### src/rtl/wb_arbiter_m1_pkg.sv
// Types_m1
// Shared types for the writeback arbiter slice.
//   wb_req_t  : one result beat {valid, addr, data}. It describes every
//               source port and the ALU hold register.
//   wb_src_e  : which source drives the output register in a cycle.
//   packReq() : builds a wb_req_t from the flat valid/addr/data ports.
package Types_m1;

    localparam int unsigned AddrW = 4;
    localparam int unsigned DataW = 16;

    typedef struct packed {
        logic             valid;
        logic [AddrW-1:0] addr;
        logic [DataW-1:0] data;
    } wb_req_t;

    localparam wb_req_t WbReqIdle = '0;

    typedef enum logic [2:0] {
        SrcNone,
        SrcMul,
        SrcHold,
        SrcAlu,
        SrcDiv,
        SrcLsu
    } wb_src_e;

    function automatic wb_req_t packReq(input logic valid,
                                        input logic [AddrW-1:0] addr,
                                        input logic [DataW-1:0] data);
        wb_req_t req;
        req.valid = valid;
        req.addr  = addr;
        req.data  = data;
        return req;
    endfunction

endpackage

### src/rtl/wb_arbiter_m1_rr_arb2.sv
// rr_arb2_m1
// Two-way round-robin selector for the DIV/LSU writeback sources.
// Ports:
//   clk, rst  : core clock and synchronous active-high reset
//   req[1:0]  : bit 0 = DIV, bit 1 = LSU. Requests arrive already gated
//               by the parent, so a set bit is always grantable.
//   grant[1:0]: one-hot (or zero) grant. Combinational from req and the
//               last-grant flop.
module rr_arb2_m1 (
    input  logic       clk,
    input  logic       rst,
    input  logic [1:0] req,
    output logic [1:0] grant
);

    // lastGrant_q is 1 when DIV won the most recent grant. It resets to 0,
    // so DIV wins the first contested cycle.
    logic lastGrant_q;
    logic lastGrant_d;

    // When both sources request, the one that did not win last time wins.
    always_comb begin
        grant = 2'b00;
        unique case (req)
            2'b01:   grant = 2'b01;
            2'b10:   grant = 2'b10;
            2'b11:   grant = lastGrant_q ? 2'b10 : 2'b01;
            default: grant = 2'b00;
        endcase
    end

    // The pointer moves only when something is actually granted.
    always_comb begin
        lastGrant_d = lastGrant_q;
        if (grant[0]) begin
            lastGrant_d = 1'b1;
        end else if (grant[1]) begin
            lastGrant_d = 1'b0;
        end
    end

    always_ff @(posedge clk) begin
        if (rst) begin
            lastGrant_q <= 1'b0;
        end else begin
            lastGrant_q <= lastGrant_d;
        end
    end

endmodule

### src/rtl/wb_arbiter_m1.sv
// wb_arbiter_m1
// Merges four execution-unit results onto one registered regfile write port.
// Ports:
//   clk, rst                    : core clock, synchronous active-high reset
//   alu_valid/alu_addr/alu_data : ALU result. It cannot be stalled.
//   mul_valid/mul_addr/mul_data : final-stage MUL result. It cannot be stalled.
//   mul_pending                 : the MUL presents a result next cycle
//   div_valid/div_addr/div_data : DIV result, valid/ready handshake
//   div_ready                   : DIV result accepted this cycle
//   lsu_valid/lsu_addr/lsu_data : LSU load result, valid/ready handshake
//   lsu_ready                   : LSU result accepted this cycle
//   wb_en/wb_addr/wb_data       : registered write and forwarding port
//   wb_conflict_stall           : the issue stage must not dispatch an ALU op
//   wb_empty                    : nothing is held in this block or in flight
module wb_arbiter_m1
    import Types_m1::*;
(
    input  logic             clk,
    input  logic             rst,
    input  logic             alu_valid,
    input  logic [AddrW-1:0] alu_addr,
    input  logic [DataW-1:0] alu_data,
    input  logic             mul_valid,
    input  logic [AddrW-1:0] mul_addr,
    input  logic [DataW-1:0] mul_data,
    input  logic             mul_pending,
    input  logic             div_valid,
    input  logic [AddrW-1:0] div_addr,
    input  logic [DataW-1:0] div_data,
    output logic             div_ready,
    input  logic             lsu_valid,
    input  logic [AddrW-1:0] lsu_addr,
    input  logic [DataW-1:0] lsu_data,
    output logic             lsu_ready,
    output logic             wb_en,
    output logic [AddrW-1:0] wb_addr,
    output logic [DataW-1:0] wb_data,
    output logic             wb_conflict_stall,
    output logic             wb_empty
);

    wb_req_t aluReq;
    wb_req_t mulReq;
    wb_req_t divReq;
    wb_req_t lsuReq;

    wb_req_t hold_q;
    wb_req_t hold_d;
    wb_req_t wbOut_q;
    wb_req_t wbOut_d;

    wb_src_e    wbSrc;
    logic       arbOpen;
    logic [1:0] rrReq;
    logic [1:0] rrGrant;

    assign aluReq = packReq(alu_valid, alu_addr, alu_data);
    assign mulReq = packReq(mul_valid, mul_addr, mul_data);
    assign divReq = packReq(div_valid, div_addr, div_data);
    assign lsuReq = packReq(lsu_valid, lsu_addr, lsu_data);

    // DIV and LSU only compete in cycles where none of the unstallable
    // sources, including the held ALU result, needs the write port.
    assign arbOpen = !mulReq.valid && !aluReq.valid && !hold_q.valid;
    assign rrReq   = {lsuReq.valid, divReq.valid} & {2{arbOpen}};

    rr_arb2_m1 u_rr (
        .clk   (clk),
        .rst   (rst),
        .req   (rrReq),
        .grant (rrGrant)
    );

    assign div_ready = rrGrant[0];
    assign lsu_ready = rrGrant[1];

    // Pick the source for this cycle and update the hold register.
    // MUL always wins and pushes a coincident ALU result into the hold
    // slot. A held result drains on the first cycle without MUL. A fresh
    // ALU result arriving in that cycle takes the slot in its place.
    always_comb begin
        wbSrc  = SrcNone;
        hold_d = hold_q;
        if (mulReq.valid) begin
            wbSrc = SrcMul;
            if (aluReq.valid && !hold_q.valid) begin
                hold_d = aluReq;
            end
        end else if (hold_q.valid) begin
            wbSrc  = SrcHold;
            hold_d = aluReq.valid ? aluReq : WbReqIdle;
        end else if (aluReq.valid) begin
            wbSrc = SrcAlu;
        end else if (rrGrant[0]) begin
            wbSrc = SrcDiv;
        end else if (rrGrant[1]) begin
            wbSrc = SrcLsu;
        end
    end

    // Steer the selected source onto the next output register value.
    // In an idle cycle only the valid bit drops. The address and data
    // keep their last values for the forwarding network.
    always_comb begin
        wbOut_d       = wbOut_q;
        wbOut_d.valid = 1'b0;
        unique case (wbSrc)
            SrcMul:  wbOut_d = mulReq;
            SrcHold: wbOut_d = hold_q;
            SrcAlu:  wbOut_d = aluReq;
            SrcDiv:  wbOut_d = divReq;
            SrcLsu:  wbOut_d = lsuReq;
            default: wbOut_d.valid = 1'b0;
        endcase
    end

    // Reset discards the hold slot and the output register on the same edge.
    always_ff @(posedge clk) begin
        if (rst) begin
            hold_q  <= WbReqIdle;
            wbOut_q <= WbReqIdle;
        end else begin
            hold_q  <= hold_d;
            wbOut_q <= wbOut_d;
        end
    end

    assign wb_en             = wbOut_q.valid;
    assign wb_addr           = wbOut_q.addr;
    assign wb_data           = wbOut_q.data;
    assign wb_conflict_stall = mul_pending | hold_q.valid;
    assign wb_empty          = !hold_q.valid && !wbOut_q.valid;

    // An ALU result arriving while the slot is full and MUL also writes has
    // nowhere to go. The issue stall should make this unreachable.
    holdOverflow: assert property (@(posedge clk) disable iff (rst)
        !(hold_q.valid && aluReq.valid && mulReq.valid));

endmodule

### config.mk
export PLATFORM = sky130hd
export DESIGN_NAME = wb_arbiter_m1
export DESIGN_NICKNAME = d
export VERILOG_FILES = /design/src/rtl/wb_arbiter_m1_pkg.sv /design/src/rtl/wb_arbiter_m1_rr_arb2.sv /design/src/rtl/wb_arbiter_m1.sv
export SDC_FILE = /design/constraint.sdc
export NUM_CORES = 1
export LEC_CHECK = 0
export ABC_AREA = 1
export CORE_MARGIN = 3
export CORE_UTILIZATION = 45
export CTS_CLUSTER_SIZE = 25
export DETAILED_ROUTE_END_ITERATION = 8
export GPL_TIMING_DRIVEN = 1
export PLACE_DENSITY = 0.86
export SYNTH_ARGS = -nofsm -noshare
export SYNTH_HDL_FRONTEND = slang
export SYNTH_SLANG_ARGS = --single-unit
### constraint.sdc
create_clock -name clk -period 2.7 [get_ports clk]
set_input_delay 0.54 -clock clk [delete_from_list [all_inputs] [get_ports clk]]
set_output_delay 0.54 -clock clk [all_outputs]
set_load 0.05 [all_outputs]
After elaboration in Yosys (flattened, before gate mapping)
Cells that the tools add are included.
{ "totals": {"reg_bits": 43, "input_bits": 87, "output_inout_bits": 25} }
{ "op_classes": {"n_eq_ne": 9, "muxes": 15, "bitwise_logic": 2, "reduce_logical": 12} }
{ "ops": {"columns": ["cell", "n"], "rows": [
  ["one-hot mux 20 bit (5 select lines)", 1],
  ["2-to-1 mux 21 bit", 4],
  ["2-to-1 mux 3 bit", 5],
  ["== test 3 x 2 -> 1 bit, second input constant", 2],
  ["== test 3 bit, second input constant", 2],
  ["one-hot mux 2 bit (3 select lines)", 1],
  ["one-hot mux 1 bit (5 select lines)", 1],
  ["nonzero test 5 bit", 1],
  ["== test 2 bit, second input constant", 2],
  ["logical AND 1 bit", 4],
  ["logical NOT 1 bit", 4],
  ["nonzero test 2 bit", 2],
  ["== test 3 x 1 -> 1 bit, second input constant", 1],
  ["AND 2 bit", 1],
  ["== test 2 x 1 -> 1 bit, second input constant", 1],
  ["2-to-1 mux 1 bit", 2],
  ["2-to-1 mux 2 bit", 1],
  ["inequality test 2 x 1 -> 1 bit, second input constant", 1],
  ["AND reduction 2 bit", 1],
  ["OR 1 bit", 1]
]} }

Longest topological paths before layout
{ "logic_depth": {"depth_word": 13, "mapped_depth": 10} }

By module
Synthesis repeated with hierarchy kept, for this count alone.
{ "hier_totals": {"cells_unflattened": 444, "area_unflattened_um2": 2733.9} }
{ "by_module_without_submodules": {"columns": ["module", "instances", "cells_per_inst", "area_each_um2", "seq_area_each_um2"], "rows": [
  ["wb_arbiter_m1", 1, 434, 2672.6, 840.8],
  ["rr_arb2_m1", 1, 10, 61.3, 20.0]
]} }

Worst setup path after synthesis
Ideal clock, no wire load.
{ "synth_path": {"kind": "input to output", "start": "input mul_valid", "end": "output lsu_ready", "arrival_ps": 1724, "t_required_ps": 2160, "setup_slack_ps": 436, "path_stages": 6, "n_path_buf": 1, "path_cell_list": "nor2_2 > nand2_2 > nor2_2 > buf_4 > inv_1 > nor2_1"} }
{ "synth_via": {"elab_chain_len": 6, "word_cells_on_any_way": 8, "classes_between": "eq/ne (3); mux (1); bitwise (1); reduce/logical (3)"} }
{ "synth_rtl": {"columns": ["element", "line", "source"], "rows": [
  ["start: declaration", "wb_arbiter_m1.sv:23", "input logic mul_valid,"],
  ["logical NOT 1 bit *", "wb_arbiter_m1.sv:64", "assign arbOpen = !mulReq.valid && !aluReq.valid && !hold_q.valid;"],
  ["logical AND 1 bit * (2 in a row)", "wb_arbiter_m1.sv:64", null],
  ["AND 2 bit *", "wb_arbiter_m1.sv:65", "assign rrReq = {lsuReq.valid, divReq.valid} & {2{arbOpen}};"],
  ["== test 2 bit / == test 2 x 1 -> 1 bit (equally long branches)", "wb_arbiter_m1_rr_arb2.sv:24", "unique case (req)"],
  ["one-hot mux 2 bit (3 select lines) *", "wb_arbiter_m1_rr_arb2.sv:24", null],
  ["end: declaration", "wb_arbiter_m1.sv:34", "output logic lsu_ready,"]
]} }
Mark *: on every way between the ends. The rest lies on a longest branch, timed or not.

Final worst setup path
{ "layout_path": {"start": "input mul_pending", "end": "output wb_conflict_stall"} }
{ "layout_via": {"elab_chain_len": 1} }
{ "layout_rtl": {"columns": ["element", "line", "source"], "rows": [
  ["start: declaration", "wb_arbiter_m1.sv:26", "input logic mul_pending,"],
  ["OR 1 bit", "wb_arbiter_m1.sv:131", "assign wb_conflict_stall = mul_pending | hold_q.valid;"],
  ["end: declaration", "wb_arbiter_m1.sv:38", "output logic wb_conflict_stall,"]
]} }
No other way between the ends.

==> summary.md <==
| Metric | Value |
|---|---|
| Status | `finished, final reports clean` |
| Cell with the most instances after synthesis | `nor2_1` |
| Ys Warns | `0` |
| GR Overflow Total | `0` |
| # DRC | `0` |
| Worst-Margin Slew | `between 1000 and 1500 ps` |
| Die height | `80.57 um` |
| Kind of critical path | `primary input to output pin` |
| HPWL Detailed | `5939 um` |
| Final hold viol count | `0` |
| Worst-path cell chain | `clkdlybuf4s50_1 > or2_2 > clkdlybuf4s50_1` |
| Synthesized flop and latch total | `43` |
| Routed len/inst | `13.08 um` |
| Worst min path class | `flip-flop to flip-flop` |
| Clock Tree Buf Depth | `2` |
| CTS H-tree depth | `2` |
| Chip width | `a little over 80 um` |
| WL final | `7704 um` |
| DIE AREA | `6492 um^2` |
| Antenna Nets Post-Route | `0` |
| Tcrit/Tclk final | `90.00%` |
| MaxCap Viol Count | `0` |
| CTS clk-pin slew, worst paths | `80 ps` |
| Cell mode on critical path | `clkdlybuf4s50_1` |
| Initial DRC count | `150` |
| Hold buffers post-CTS | `0` |
| Vias in the first global route | `2476` |
| GPL Wtd Cong | `between 0.9 and 1` |
| Post-Syn Instances | `415` |
| Antenna cell count | `0` |
| Max-slew headroom | `24.92%` |
| Req. time, crit path | `2160 ps` |
| Post-Route Utilization | `between 70% and 80%` |
| Top cells by area, synth | `dfxtp_1 34%, nor2_1 15%, nand2_1 12%` |
| Clock sinks | `43` |
| Xor and xnor area share after synthesis | `0%` |
| Largest area contributor in the netlist | `dfxtp_1` |
| Row cnt | `26` |
| CP max-delay cell | `clkdlybuf4s50_1` |
| Final Total Pwr | `1.713 mW` |
| Final nets | `between 600 and 700` |
| Kind of start point of the critical path | `primary input` |
| Syn nets | `approximately 500` |
| Pleak | `1.648 nW` |
| Drt via density | `around 5` |
| CP endpoint kind | `output pin` |
| TritonCTS clock tree | `built` |
| Synth Area per Inst | `6.030 um^2` |
| Initial antenna violation count | `0` |
| Initial Util | `around 48%` |
| Root buf cell | `clkbuf_8` |
| PortBufs | `111` |
| Post-route setup slack | `270.0 ps` |
| Top cell type's share of synthesized area | `34.40%` |
| Pwr dens | `456.1 nW/um^2` |
| Largest net degree at the start of global routing | `41` |
| Clock skew | `8.514 ps` |
| WHS | `502.5 ps` |
| Share of layout cells above drive strength 1 | `6.358%` |
| CTS resizes | `0` |
| Critical path arrival | `around 1900 ps` |
| Worst-skew pair later-pin latency | `290 ps` |
| Peak VDD IR | `0.0002784 V` |
| First-pass GRT wire length | `11780 um` |
| Adder-Cell Fraction of Synth Area | `0%` |
| Number of synthesized flops with an enable pin | `0` |
| Main combinational cell family by area after synthesis | `simple AND/OR/NAND/NOR gates` |
| Synthesized area | `2502 um^2` |
| Final worst path period need | `approximately 2400 ps` |
| Num CTS Buffers | `5` |
| Setup TNS | `0 ps` |
| Synth cell types | `22` |
| Synth Flop Type | `dfxtp_1` |
| Drt first pass iters | `5` |
| Simple-gate area share of the yosys netlist | `38.55%` |
| Seq/Total Area, Yosys | `34.40%` |
| Unrepaired setup endpoints after global routing | `false` |
| Compound-Gate Fraction of Synth Area | `about 15%` |
| Family with the most delay on the worst path | `buffers and inverters` |
| I/O Pins | `112` |
| Post-synth top cells | `99 x nor2_1, 82 x nand2_1, 55 x o21ai_0, 43 x dfxtp_1, 40 x nand3_1` |
| Ys async rst share | `0%` |
| Worst Path Max Fanout | `1` |
| Setup-failing EPs final | `0` |
| Area growth syn-to-layout | `50.05%` |
| Core area | `5238 um^2` |
| Post-CTS Setup Repair Bufs | `0` |
| Setup WS pre-CTS | `approximately 19 ps` |
| CP bufs+invs | `2` |
| Mux share of post-synthesis cell area | `0%` |
| Slowest stage delay, CP | `700 ps` |
| Via count | `2950` |
| Fmax | `411.5 MHz` |
| GRT Util Overall | `23.43%` |
| Final Slew Violations | `0` |
[cells in the final DEF (no fill, tap or decap), drive strengths merged]
cell type,instances
clkbuf,8
nand2,84
inv,42
nand3,42
nor2,104
dfxtp,43
or2,1
buf,11
clkdlybuf4s50,109
nor3,1
a21oi,11
o21ai,63
[final timing paths]
path	start	cells past startpoint	end	slack [ps]
worst max-delay path	mul_pending	3	wb_conflict_stall	270
worst min-delay path	u_rr.lastGrant_q$_SDFFE_PP0P_	2	u_rr.lastGrant_q$_SDFFE_PP0P_	500
worst max register to register	hold_q[20]$_SDFFE_PP0P_	6	hold_q[17]$_SDFFE_PP0P_	650
worst min register to register	u_rr.lastGrant_q$_SDFFE_PP0P_	2	u_rr.lastGrant_q$_SDFFE_PP0P_	500
[report_power, final]
| group | internal (mW) | switching [mW] |
|---|---|---|
| combinational | 0.245 | 0.310 |
| sequential | 0.689 | 0.0275 |
| clock | 0.233 | 0.208 |
| total | 1.17 | 0.545 |
[flip-flops by register name, indices dropped and copies added (netlist names)]
register          flops
wb_en                 1
wb_data              16
hold_q               21
u_rr.lastGrant_q      1
wb_addr               4
[cell families after synthesis]
kind of cell	Yosys count
and+or+nand+nor	232
buffers and inverters	66
DFF	43
AOI/OAI and AO/OA	74
[metrics by stage]
stage,instances,area [um^2]
finish,589,3755
global route,589,3755
floorplan,415,2502
global placement,581,3655
CTS,589,3755
detailed placement,581,3655
[layer usage]
layer	wire length, um	global-route usage, %	up-vias
met5	0	0	-
met4	124	6.419	0
met3	559	3.363	12
met2	3755	39.32	131
met1	3264	31.21	1298
li1	-	-	1509
[layout make-up]
cell class,count,area [um^2]
flip-flops and latches,43,860.8
multi-input cells,306,1350
clock buffers,8,100.1
repair buffers,120,1199
inverters,42,157.7
fillers,480,1483
well taps,70,87.58
[tightest hold or removal path, cell delays in order (launching register included)]
cell	delay (ps)
dfxtp_1	330
a21oi_1	70
nor2_1	70
(Power assumes the default switching activity.)
